<file path="src/rtl/predecode_pkg.sv">
// Shared types and constants for the RV32I issue-bundle predecoder.
// Optional dependency-matrix support lives behind PREDEC_DEP_EN in instr_predecode.
package predecode_pkg;

    localparam int unsigned ISSUEWIDTH = 4;
    localparam int unsigned DEPTH      = 2;
    localparam int unsigned XLEN       = 32;
    localparam int unsigned SLOT_W     = 64;
    localparam int unsigned REG_W      = 5;
    localparam int unsigned CLS_W      = 4;
    localparam int unsigned INSTR_LSB  = 0;
    localparam int unsigned PC_LSB     = 32;

    localparam logic [XLEN-1:0] NOP_WORD = 32'h0000_0013;

    localparam logic [6:0] OP_ALU    = 7'b0110011;
    localparam logic [6:0] OP_ALUI   = 7'b0010011;
    localparam logic [6:0] OP_LOAD   = 7'b0000011;
    localparam logic [6:0] OP_STORE  = 7'b0100011;
    localparam logic [6:0] OP_BRANCH = 7'b1100011;
    localparam logic [6:0] OP_JAL    = 7'b1101111;
    localparam logic [6:0] OP_JALR   = 7'b1100111;
    localparam logic [6:0] OP_LUI    = 7'b0110111;
    localparam logic [6:0] OP_AUIPC  = 7'b0010111;
    localparam logic [6:0] OP_SYSTEM = 7'b1110011;

    typedef enum logic [CLS_W-1:0] {
        CLS_ALU     = 4'd0,
        CLS_ALUI    = 4'd1,
        CLS_LOAD    = 4'd2,
        CLS_STORE   = 4'd3,
        CLS_BRANCH  = 4'd4,
        CLS_JAL     = 4'd5,
        CLS_JALR    = 4'd6,
        CLS_LUI     = 4'd7,
        CLS_AUIPC   = 4'd8,
        CLS_SYSTEM  = 4'd9,
        CLS_ILLEGAL = 4'd15
    } cls_t;

    typedef enum logic {
        ST_RUN  = 1'b0,
        ST_DROP = 1'b1
    } state_t;

    typedef struct packed {
        logic             valid;
        cls_t             cls;
        logic [REG_W-1:0] rd;
        logic [REG_W-1:0] rs1;
        logic [REG_W-1:0] rs2;
        logic [XLEN-1:0]  imm;
        logic [XLEN-1:0]  pc;
    } pd_slot_t;

    function automatic logic writes_rd(input cls_t c);
        return (c == CLS_ALU) || (c == CLS_ALUI) || (c == CLS_LOAD) || (c == CLS_JAL) ||
               (c == CLS_JALR) || (c == CLS_LUI) || (c == CLS_AUIPC);
    endfunction

    function automatic logic reads_rs1(input cls_t c);
        return (c == CLS_ALU) || (c == CLS_ALUI) || (c == CLS_LOAD) || (c == CLS_STORE) ||
               (c == CLS_BRANCH) || (c == CLS_JALR);
    endfunction

    function automatic logic reads_rs2(input cls_t c);
        return (c == CLS_ALU) || (c == CLS_STORE) || (c == CLS_BRANCH);
    endfunction

endpackage

</file>
<file path="src/rtl/slot_predecode.sv">
// Combinational RV32I predecoder for one {PC, instruction} slot.
module slot_predecode
    import predecode_pkg::*;
(
    input  logic [SLOT_W-1:0] entry,
    output pd_slot_t          slot
);

    logic [XLEN-1:0] ins;
    logic [XLEN-1:0] imm_i;
    logic [XLEN-1:0] imm_s;
    logic [XLEN-1:0] imm_b;
    logic [XLEN-1:0] imm_u;
    logic [XLEN-1:0] imm_j;

    assign ins   = entry[INSTR_LSB +: XLEN];
    assign imm_i = {{20{ins[31]}}, ins[31:20]};
    assign imm_s = {{20{ins[31]}}, ins[31:25], ins[11:7]};
    assign imm_b = {{19{ins[31]}}, ins[31], ins[7], ins[30:25], ins[11:8], 1'b0};
    assign imm_u = {ins[31:12], 12'h000};
    assign imm_j = {{11{ins[31]}}, ins[31], ins[19:12], ins[20], ins[30:21], 1'b0};

    // Register fields are taken from fixed positions regardless of format.
    always_comb begin
        slot       = '0;
        slot.valid = (ins != NOP_WORD);
        slot.rd    = ins[11:7];
        slot.rs1   = ins[19:15];
        slot.rs2   = ins[24:20];
        slot.pc    = entry[PC_LSB +: XLEN];
        slot.cls   = CLS_ILLEGAL;
        slot.imm   = '0;
        case (ins[6:0])
            OP_ALU:    slot.cls = CLS_ALU;
            OP_ALUI:   begin slot.cls = CLS_ALUI;   slot.imm = imm_i; end
            OP_LOAD:   begin slot.cls = CLS_LOAD;   slot.imm = imm_i; end
            OP_STORE:  begin slot.cls = CLS_STORE;  slot.imm = imm_s; end
            OP_BRANCH: begin slot.cls = CLS_BRANCH; slot.imm = imm_b; end
            OP_JAL:    begin slot.cls = CLS_JAL;    slot.imm = imm_j; end
            OP_JALR:   begin slot.cls = CLS_JALR;   slot.imm = imm_i; end
            OP_LUI:    begin slot.cls = CLS_LUI;    slot.imm = imm_u; end
            OP_AUIPC:  begin slot.cls = CLS_AUIPC;  slot.imm = imm_u; end
            OP_SYSTEM: begin slot.cls = CLS_SYSTEM; slot.imm = imm_i; end
            default:   slot.cls = CLS_ILLEGAL;
        endcase
    end

endmodule

</file>
<file path="src/rtl/instr_predecode.sv">
// Issue-bundle predecoder: per-slot RV32I decode, JAL early redirect, 2-entry bundle FIFO.
// Define PREDEC_DEP_EN to add the intra-bundle RAW dependency output o_dep.
module instr_predecode
    import predecode_pkg::*;
(
    input  logic                          clk,
    input  logic                          rst,
    input  logic                          i_valid,
    output logic                          o_ready,
    input  logic [ISSUEWIDTH*SLOT_W-1:0]  i_bundle,
    input  logic                          i_flush,
    output logic                          o_valid,
    input  logic                          i_ready,
    output logic [ISSUEWIDTH-1:0]         o_slot_valid,
    output logic [ISSUEWIDTH*CLS_W-1:0]   o_class,
    output logic [ISSUEWIDTH*REG_W-1:0]   o_rd,
    output logic [ISSUEWIDTH*REG_W-1:0]   o_rs1,
    output logic [ISSUEWIDTH*REG_W-1:0]   o_rs2,
    output logic [ISSUEWIDTH*XLEN-1:0]    o_imm,
    output logic [ISSUEWIDTH*XLEN-1:0]    o_pc,
    output logic                          o_redirect,
    output logic [XLEN-1:0]               o_redirect_pc
`ifdef PREDEC_DEP_EN
    ,
    output logic [ISSUEWIDTH*ISSUEWIDTH-1:0] o_dep
`endif
);

    localparam int unsigned CNT_W = $clog2(DEPTH + 1);
    localparam int unsigned IDX_W = $clog2(DEPTH);

    pd_slot_t                  dec [ISSUEWIDTH];
    pd_slot_t [ISSUEWIDTH-1:0] enq_c;
    pd_slot_t [ISSUEWIDTH-1:0] fifo_q [DEPTH];
    logic [ISSUEWIDTH-1:0]     slot_v;
    logic                      jal_hit;
    logic [XLEN-1:0]           jal_tgt;
    logic [CNT_W-1:0]          count_q;
    logic [IDX_W-1:0]          wr_idx;
    logic                      accept_run;
    logic                      push;
    logic                      pop;
    logic                      redirect_d;
    state_t                    state_q;
    state_t                    state_d;

    for (genvar k = 0; k < ISSUEWIDTH; k++) begin : g_slot
        slot_predecode u_slot (
            .entry (i_bundle[k*SLOT_W +: SLOT_W]),
            .slot  (dec[k])
        );
    end

    // Lowest valid JAL wins; every younger slot is squashed.
    always_comb begin
        jal_hit = 1'b0;
        jal_tgt = '0;
        slot_v  = '0;
        enq_c   = '0;
        for (int k = 0; k < ISSUEWIDTH; k++) begin
            slot_v[k]      = dec[k].valid && !jal_hit;
            enq_c[k]       = dec[k];
            enq_c[k].valid = slot_v[k];
            if (slot_v[k] && (dec[k].cls == CLS_JAL)) begin
                jal_hit = 1'b1;
                jal_tgt = dec[k].pc + dec[k].imm;
            end
        end
    end

    assign o_ready    = (state_q == ST_DROP) || (count_q < CNT_W'(DEPTH));
    assign o_valid    = (count_q != '0);
    assign accept_run = i_valid && o_ready && !i_flush && (state_q == ST_RUN);
    assign push       = accept_run && (slot_v != '0);
    assign pop        = o_valid && i_ready;
    assign wr_idx     = IDX_W'(count_q - CNT_W'(pop));

    always_comb begin
        state_d    = state_q;
        redirect_d = 1'b0;
        if (i_flush) begin
            state_d = ST_RUN;
        end else if (accept_run && jal_hit) begin
            state_d    = ST_DROP;
            redirect_d = 1'b1;
        end
    end

    always_ff @(posedge clk or negedge rst) begin
        if (!rst) begin
            state_q       <= ST_RUN;
            o_redirect    <= 1'b0;
            o_redirect_pc <= '0;
        end else begin
            state_q    <= state_d;
            o_redirect <= redirect_d;
            if (redirect_d) begin
                o_redirect_pc <= jal_tgt;
            end
        end
    end

    // Shift FIFO: entry 0 is always the head, unused entries are held at zero.
    always_ff @(posedge clk or negedge rst) begin
        if (!rst) begin
            for (int e = 0; e < DEPTH; e++) fifo_q[e] <= '0;
            count_q <= '0;
        end else if (i_flush) begin
            for (int e = 0; e < DEPTH; e++) fifo_q[e] <= '0;
            count_q <= '0;
        end else begin
            if (pop) begin
                for (int e = 0; e < DEPTH - 1; e++) fifo_q[e] <= fifo_q[e+1];
                fifo_q[DEPTH-1] <= '0;
            end
            if (push) begin
                fifo_q[wr_idx] <= enq_c;
            end
            count_q <= count_q + CNT_W'(push) - CNT_W'(pop);
        end
    end

    always_comb begin
        o_slot_valid = '0;
        o_class      = '0;
        o_rd         = '0;
        o_rs1        = '0;
        o_rs2        = '0;
        o_imm        = '0;
        o_pc         = '0;
        for (int k = 0; k < ISSUEWIDTH; k++) begin
            o_slot_valid[k]           = fifo_q[0][k].valid;
            o_class[k*CLS_W +: CLS_W] = fifo_q[0][k].cls;
            o_rd[k*REG_W +: REG_W]    = fifo_q[0][k].rd;
            o_rs1[k*REG_W +: REG_W]   = fifo_q[0][k].rs1;
            o_rs2[k*REG_W +: REG_W]   = fifo_q[0][k].rs2;
            o_imm[k*XLEN +: XLEN]     = fifo_q[0][k].imm;
            o_pc[k*XLEN +: XLEN]      = fifo_q[0][k].pc;
        end
    end

`ifdef PREDEC_DEP_EN
    logic [ISSUEWIDTH*ISSUEWIDTH-1:0] dep_c;
    logic [ISSUEWIDTH*ISSUEWIDTH-1:0] dep_q [DEPTH];

    // Bit 4j+i: younger slot j reads a nonzero rd written by older slot i.
    always_comb begin
        dep_c = '0;
        for (int j = 1; j < ISSUEWIDTH; j++) begin
            for (int i = 0; i < j; i++) begin
                if (slot_v[j] && slot_v[i] && writes_rd(dec[i].cls) && (dec[i].rd != '0) &&
                    ((reads_rs1(dec[j].cls) && (dec[j].rs1 == dec[i].rd)) ||
                     (reads_rs2(dec[j].cls) && (dec[j].rs2 == dec[i].rd)))) begin
                    dep_c[j*ISSUEWIDTH + i] = 1'b1;
                end
            end
        end
    end

    always_ff @(posedge clk or negedge rst) begin
        if (!rst) begin
            for (int e = 0; e < DEPTH; e++) dep_q[e] <= '0;
        end else if (i_flush) begin
            for (int e = 0; e < DEPTH; e++) dep_q[e] <= '0;
        end else begin
            if (pop) begin
                for (int e = 0; e < DEPTH - 1; e++) dep_q[e] <= dep_q[e+1];
                dep_q[DEPTH-1] <= '0;
            end
            if (push) begin
                dep_q[wr_idx] <= dep_c;
            end
        end
    end

    assign o_dep = dep_q[0];
`endif

endmodule

</file>
<file path="config.mk">
export PLATFORM = sky130hd
export DESIGN_NAME = instr_predecode
export DESIGN_NICKNAME = d
export VERILOG_FILES = /design/src/rtl/predecode_pkg.sv /design/src/rtl/slot_predecode.sv /design/src/rtl/instr_predecode.sv
export SDC_FILE = /design/constraint.sdc
export NUM_CORES = 2
export LEC_CHECK = 0
export BUFFER_PORTS_ARGS = -buffer_cell sky130_fd_sc_hd__buf_4
export CAP_MARGIN = 20
export CORE_ASPECT_RATIO = 1.2
export CORE_MARGIN = 8
export CORE_UTILIZATION = 58
export DETAILED_ROUTE_END_ITERATION = 6
export GPL_TIMING_DRIVEN = 0
export PLACE_DENSITY = 0.79
export SETUP_SLACK_MARGIN = 0.3
export SLEW_MARGIN = 25
export SYNTH_ARGS = -nofsm -noshare
export SYNTH_HDL_FRONTEND = slang
export SYNTH_SLANG_ARGS = --single-unit
</file>
<file path="constraint.sdc">
create_clock -name clk -period 3.65 [get_ports clk]
set_clock_uncertainty 0.2 [all_clocks]
set_input_delay 0.5475 -clock clk [delete_from_list [all_inputs] [get_ports clk]]
set_output_delay 0.5475 -clock clk [all_outputs]
set_load 0.005 [all_outputs]
</file>
==> impl.org <==
** Synthesis
- After Yosys synthesis, and, or, nand and nor cells account for 16.7% of the synthesized area.
- After synthesis, the share of flip-flops with an asynchronous set or reset is 100%.
- The synthesized netlist devotes 23.9% of its cell area to compound gates.
- Top cells by area, synth :: dfrtp_1 43%, nand2_1 7.6%, a311oi_1 6.8%
- Synthesis produced a netlist whose cell count is 4594.
- Of all cell types, the one taking the most synthesized area is dfrtp_1.
- In this run, distinct cell masters in the synthesized netlist total 84.
- Number of warnings reported in the yosys synthesis log :: 0
- Sequential-to-total area share from yosys stat :: 42.7%
- Summing the areas of all xor and xnor instances in the mapped netlist gives 2.32% of the synthesized area.
- Post-synthesis instance area :: 41400 µm²
- Share of the synthesized area in the top cell type :: 42.7%
- By area, the combinational part of the netlist is dominated by compound AO/OA/AOI/OAI gates.
- Synth top cells by count :: 840 x nand2_1, 708 x dfrtp_1, 445 x nor2_1, 366 x buf_4, 320 x a311oi_1
- Post-synthesis adder-cell area fraction :: 4.06%
- Most frequent cell after synthesis :: nand2_1
- Flop and latch count out of synthesis :: 708
- The number of nets handed over by synthesis was 4987.
- Mux share of post-synthesis cell area :: 0.220%
- Average size of a mapped cell :: 9.02 µm²
- Top FF cell, synth :: dfrtp_1
- Number of flops mapped to enable cells by yosys :: 0

** Worst setup path
- Cell Chain, Critical Path :: buf_8 -> buf_6 -> buf_4 -> nand4b_1 -> nand3b_1 -> nand2_4 -> a21oi_4 -> inv_1 -> ha_4 -> o211ai_1 -> or2_4 -> or3_4 -> o2111a_2 -> nor3_2 -> a2bb2oi_2 -> o211ai_1 -> o211ai_1 -> o211ai_1
- Crit path arrival time :: 4.26 ns
- Setup slack on the worst reg-to-reg path comes out at 0.19 ns.
- Launch instance of the worst register-to-register path :: count_q[1]
- For this run, the slowest stage of the critical path takes 0.43 ns.
- The endpoint identified for the worst register-to-register timing path is o_rs2[9].
- The number of cells on the worst reg-to-reg path is 8.
- Data on the critical path is required at its endpoint by 3.99 ns.
- Along the worst path, the maximum fanout reaches 8.
- CP Class :: in -> reg
- Sort of element at the end of the critical path :: register
- The worst setup path is launched from an input pin.
- Slowest library cell on the worst path :: o211ai_1
- Critical path's most frequent cell :: o211ai_1

** GRT
- First-pass GRT wire length :: 251000 µm
- Entering global routing, the biggest net connects 99 pins.
- The via count of the first global-routing pass was 41800.
- Global routing consumed, over all layers together, 40.3% of the routing resources.
- Global route overflow :: 0
- The initial antenna violation count was 5.

** STA
- Final period demand of the worst path :: 3.92 ns
- Number of max-slew violations in the final report :: 0
- Hold Violations, Final :: 0
- Worst rel slew slack :: 23.3%
- Final worst path period share :: 107%
- Least-Margin Pin Slew :: 1.15 ns
- Fmax :: 0.255 GHz
- Setup violations remaining at the end of the flow were counted as 11.
- Setup slack on the critical path of the routed design comes to -0.265 ns.
- Setup repair after global routing could not meet its margin everywhere.
- Hold is met by 0.0110 ns.

** Place
- Routability-driven placement finished with a final weighted congestion of 0.994.
- Summing all placed instances gives a cell area of 48600 µm².
- Count of input and output buffers :: 625
- Before CTS, the worst setup slack after placement is -1.37 ns.
- HPWL Detailed :: 125000 µm

** Min path
- Min-Delay Startpoint :: i_bundle[96]
- The path with the worst hold slack has its endpoint at fifo_q[84].
- Min-Delay Path Depth :: 2
- The worst hold path belongs to the class in -> reg.

** Finish
- # fillers :: 4688
- Post-synthesis to final-layout area growth :: 35.2%
- In the final design database the tool counted 5995 nets.
- Final design area excluding fillers :: 56000 µm²
- Of the cells placed in the final design, the portion with a size suffix greater than 1 is 33.3%.

** Drt
- Initial detailed-routing violation count :: 4518
- After detailed routing, the number of remaining DRC violations is 5.
- Per-cell routed wire length :: 25.9 µm
- In this run the remaining antenna-violating nets after routing total 0.
- Routed via count divided by cell count :: 6.41
- Wires add up to 171000 µm.
- Total via count after detailed routing :: 42300
- The first detailed-routing pass took 7 iterations.

** Clock network
- Clock tree synthesis found a total of 708 sinks.
- Clock root buffer :: clkbuf_16
- TritonCTS clock tree :: built
- At the later pin of the worst-skew pair, clock insertion delay measures 0.63 ns.
- Buffers inserted during clock tree synthesis total 74.
- Clock input transition at the sequential cells of the worst setup and hold paths :: 0.06 ns
- The H-tree generated during clock tree synthesis spans 3 levels.
- The clock passes through at most 3 buffers.

** Power
- Maximum vdd ir drop :: 0.529 mV
- In this run the power density over the cells is 473 nW/µm².
- Leakage :: 26.5 nW

** Floorplan
- Starting utilization of the core area :: 58.5%
- Die H :: 309 µm
- In this run the horizontal extent of the chip is 260 µm.
- After floorplanning, the core was divided into 107 placement rows.
- Die Area :: 80300 µm²
- 632 I/O pins were placed.
- The total area inside the core boundary comes to 70800 µm².

** Job
- The tool flagged a number of max-cap violations equal to 0.

** Outcome
- Run status :: finished, violations left
- Failing checks :: design-rule violations, negative setup slack
per-stage QoR:
step,utilization [%],total power [W],instances,TNS [ns]
floorplan,-,0.0142,4594,-2.11
global placement,68.3,0.0179,6145,-4740.83
detailed placement,68.6,0.0180,6153,-340.30
CTS,77.4,0.0261,6521,-0.105
global route,79.1,0.0275,6591,-2.46
finish,79.1,0.0265,6592,-0.938
cells in the final DEF, fill, tap and decap left out, drive strengths merged, types with 119 or more instances in the layout:
master     n
nand2    840
a311oi   320
ha       128
a21oi    176
dfrtp    708
clkbuf   297
a22o     312
buf     1298
o21ai    125
nor2     445
a21o     119
where the power goes:
group	leakage [nW]	internal, W	switching, W
registers	9.67	0.00885	0.000707
clock network	1.20	0.00446	0.00340
logic	15.6	0.00382	0.00527
worst max-delay path: cells and delay by family:
family	cells	cell delay [ns]
buf+inv	4	0.44
compound gates	7	1.53
fa+ha+maj	1	0.32
simple gates	6	1.41
flip-flops by register name, summed over array words and instances, names as in the netlist:
| signal | flops |
|---|---|
| o_redirect | 1 |
| fifo_q | 336 |
| o_redirect_pc | 32 |
| o_class | 16 |
| o_imm | 128 |
| o_rs2 | 20 |
| o_rd | 20 |
| state_q | 1 |
| o_slot_valid | 4 |
| count_q | 2 |
| o_pc | 128 |
| o_rs1 | 20 |
cell families after synthesis:
| family | after synthesis |
|---|---|
| compound gates | 1298 |
| flops | 708 |
| fa+ha+maj | 132 |
| mux | 9 |
| simple gates | 1624 |
| xor+xnor | 110 |
| buf+inv | 713 |
worst max-delay path by stage:
| stage | from | end | slack, ns | depth (start not counted) |
|---|---|---|---|---|
| 3_5_place_dp | i_bundle[1] | o_redirect_pc[31] | -1.37 | 18 |
| 2_1_floorplan | i_bundle[197] | o_redirect_pc[23] | -0.38 | 18 |
| 4_1_cts | i_bundle[4] | o_redirect_pc[27] | -0.05 | 19 |
| 6_report | i_bundle[4] | o_redirect_pc[27] | -0.27 | 18 |
| 3_3_place_gp | rst | o_imm[110] | -6.09 | 1 |
| 5_1_grt | i_bundle[69] | o_redirect_pc[27] | -0.25 | 18 |
final cells by class:
cell class	instances	area, µm²	share of cell area, %
Clock buffer	103	2120	3.79
Tap cell	926	1160	2.07
Antenna cell	5	12.5	0.0223
Clock inverter	32	363	0.648
Sequential cell	708	17700	31.6
Inverter	43	161	0.288
Multi-Input combinational cell	3173	22500	40.2
Buffer	670	4360	7.78
Timing Repair Buffer	932	7600	13.6
timing repair:
action / in CTS / in global routing
gates resized for setup: 331 / 177
buffers inserted: 122 / 66
hold buffers: 110 / 0
endpoints found under the hold margin: 172 / 0
gates cloned: 1 / 0
setup endpoints to repair: 659 / 663
pin swaps: 120 / 121
per-layer routing:
layer  part of all wire [%]  GRT usage [%]
met1                     35           47.4
met2                     46           64.1
met3                     11           10.7
met4                    8.4           28.4
met5                      0              0
Power figures use the tool's default switching activity.
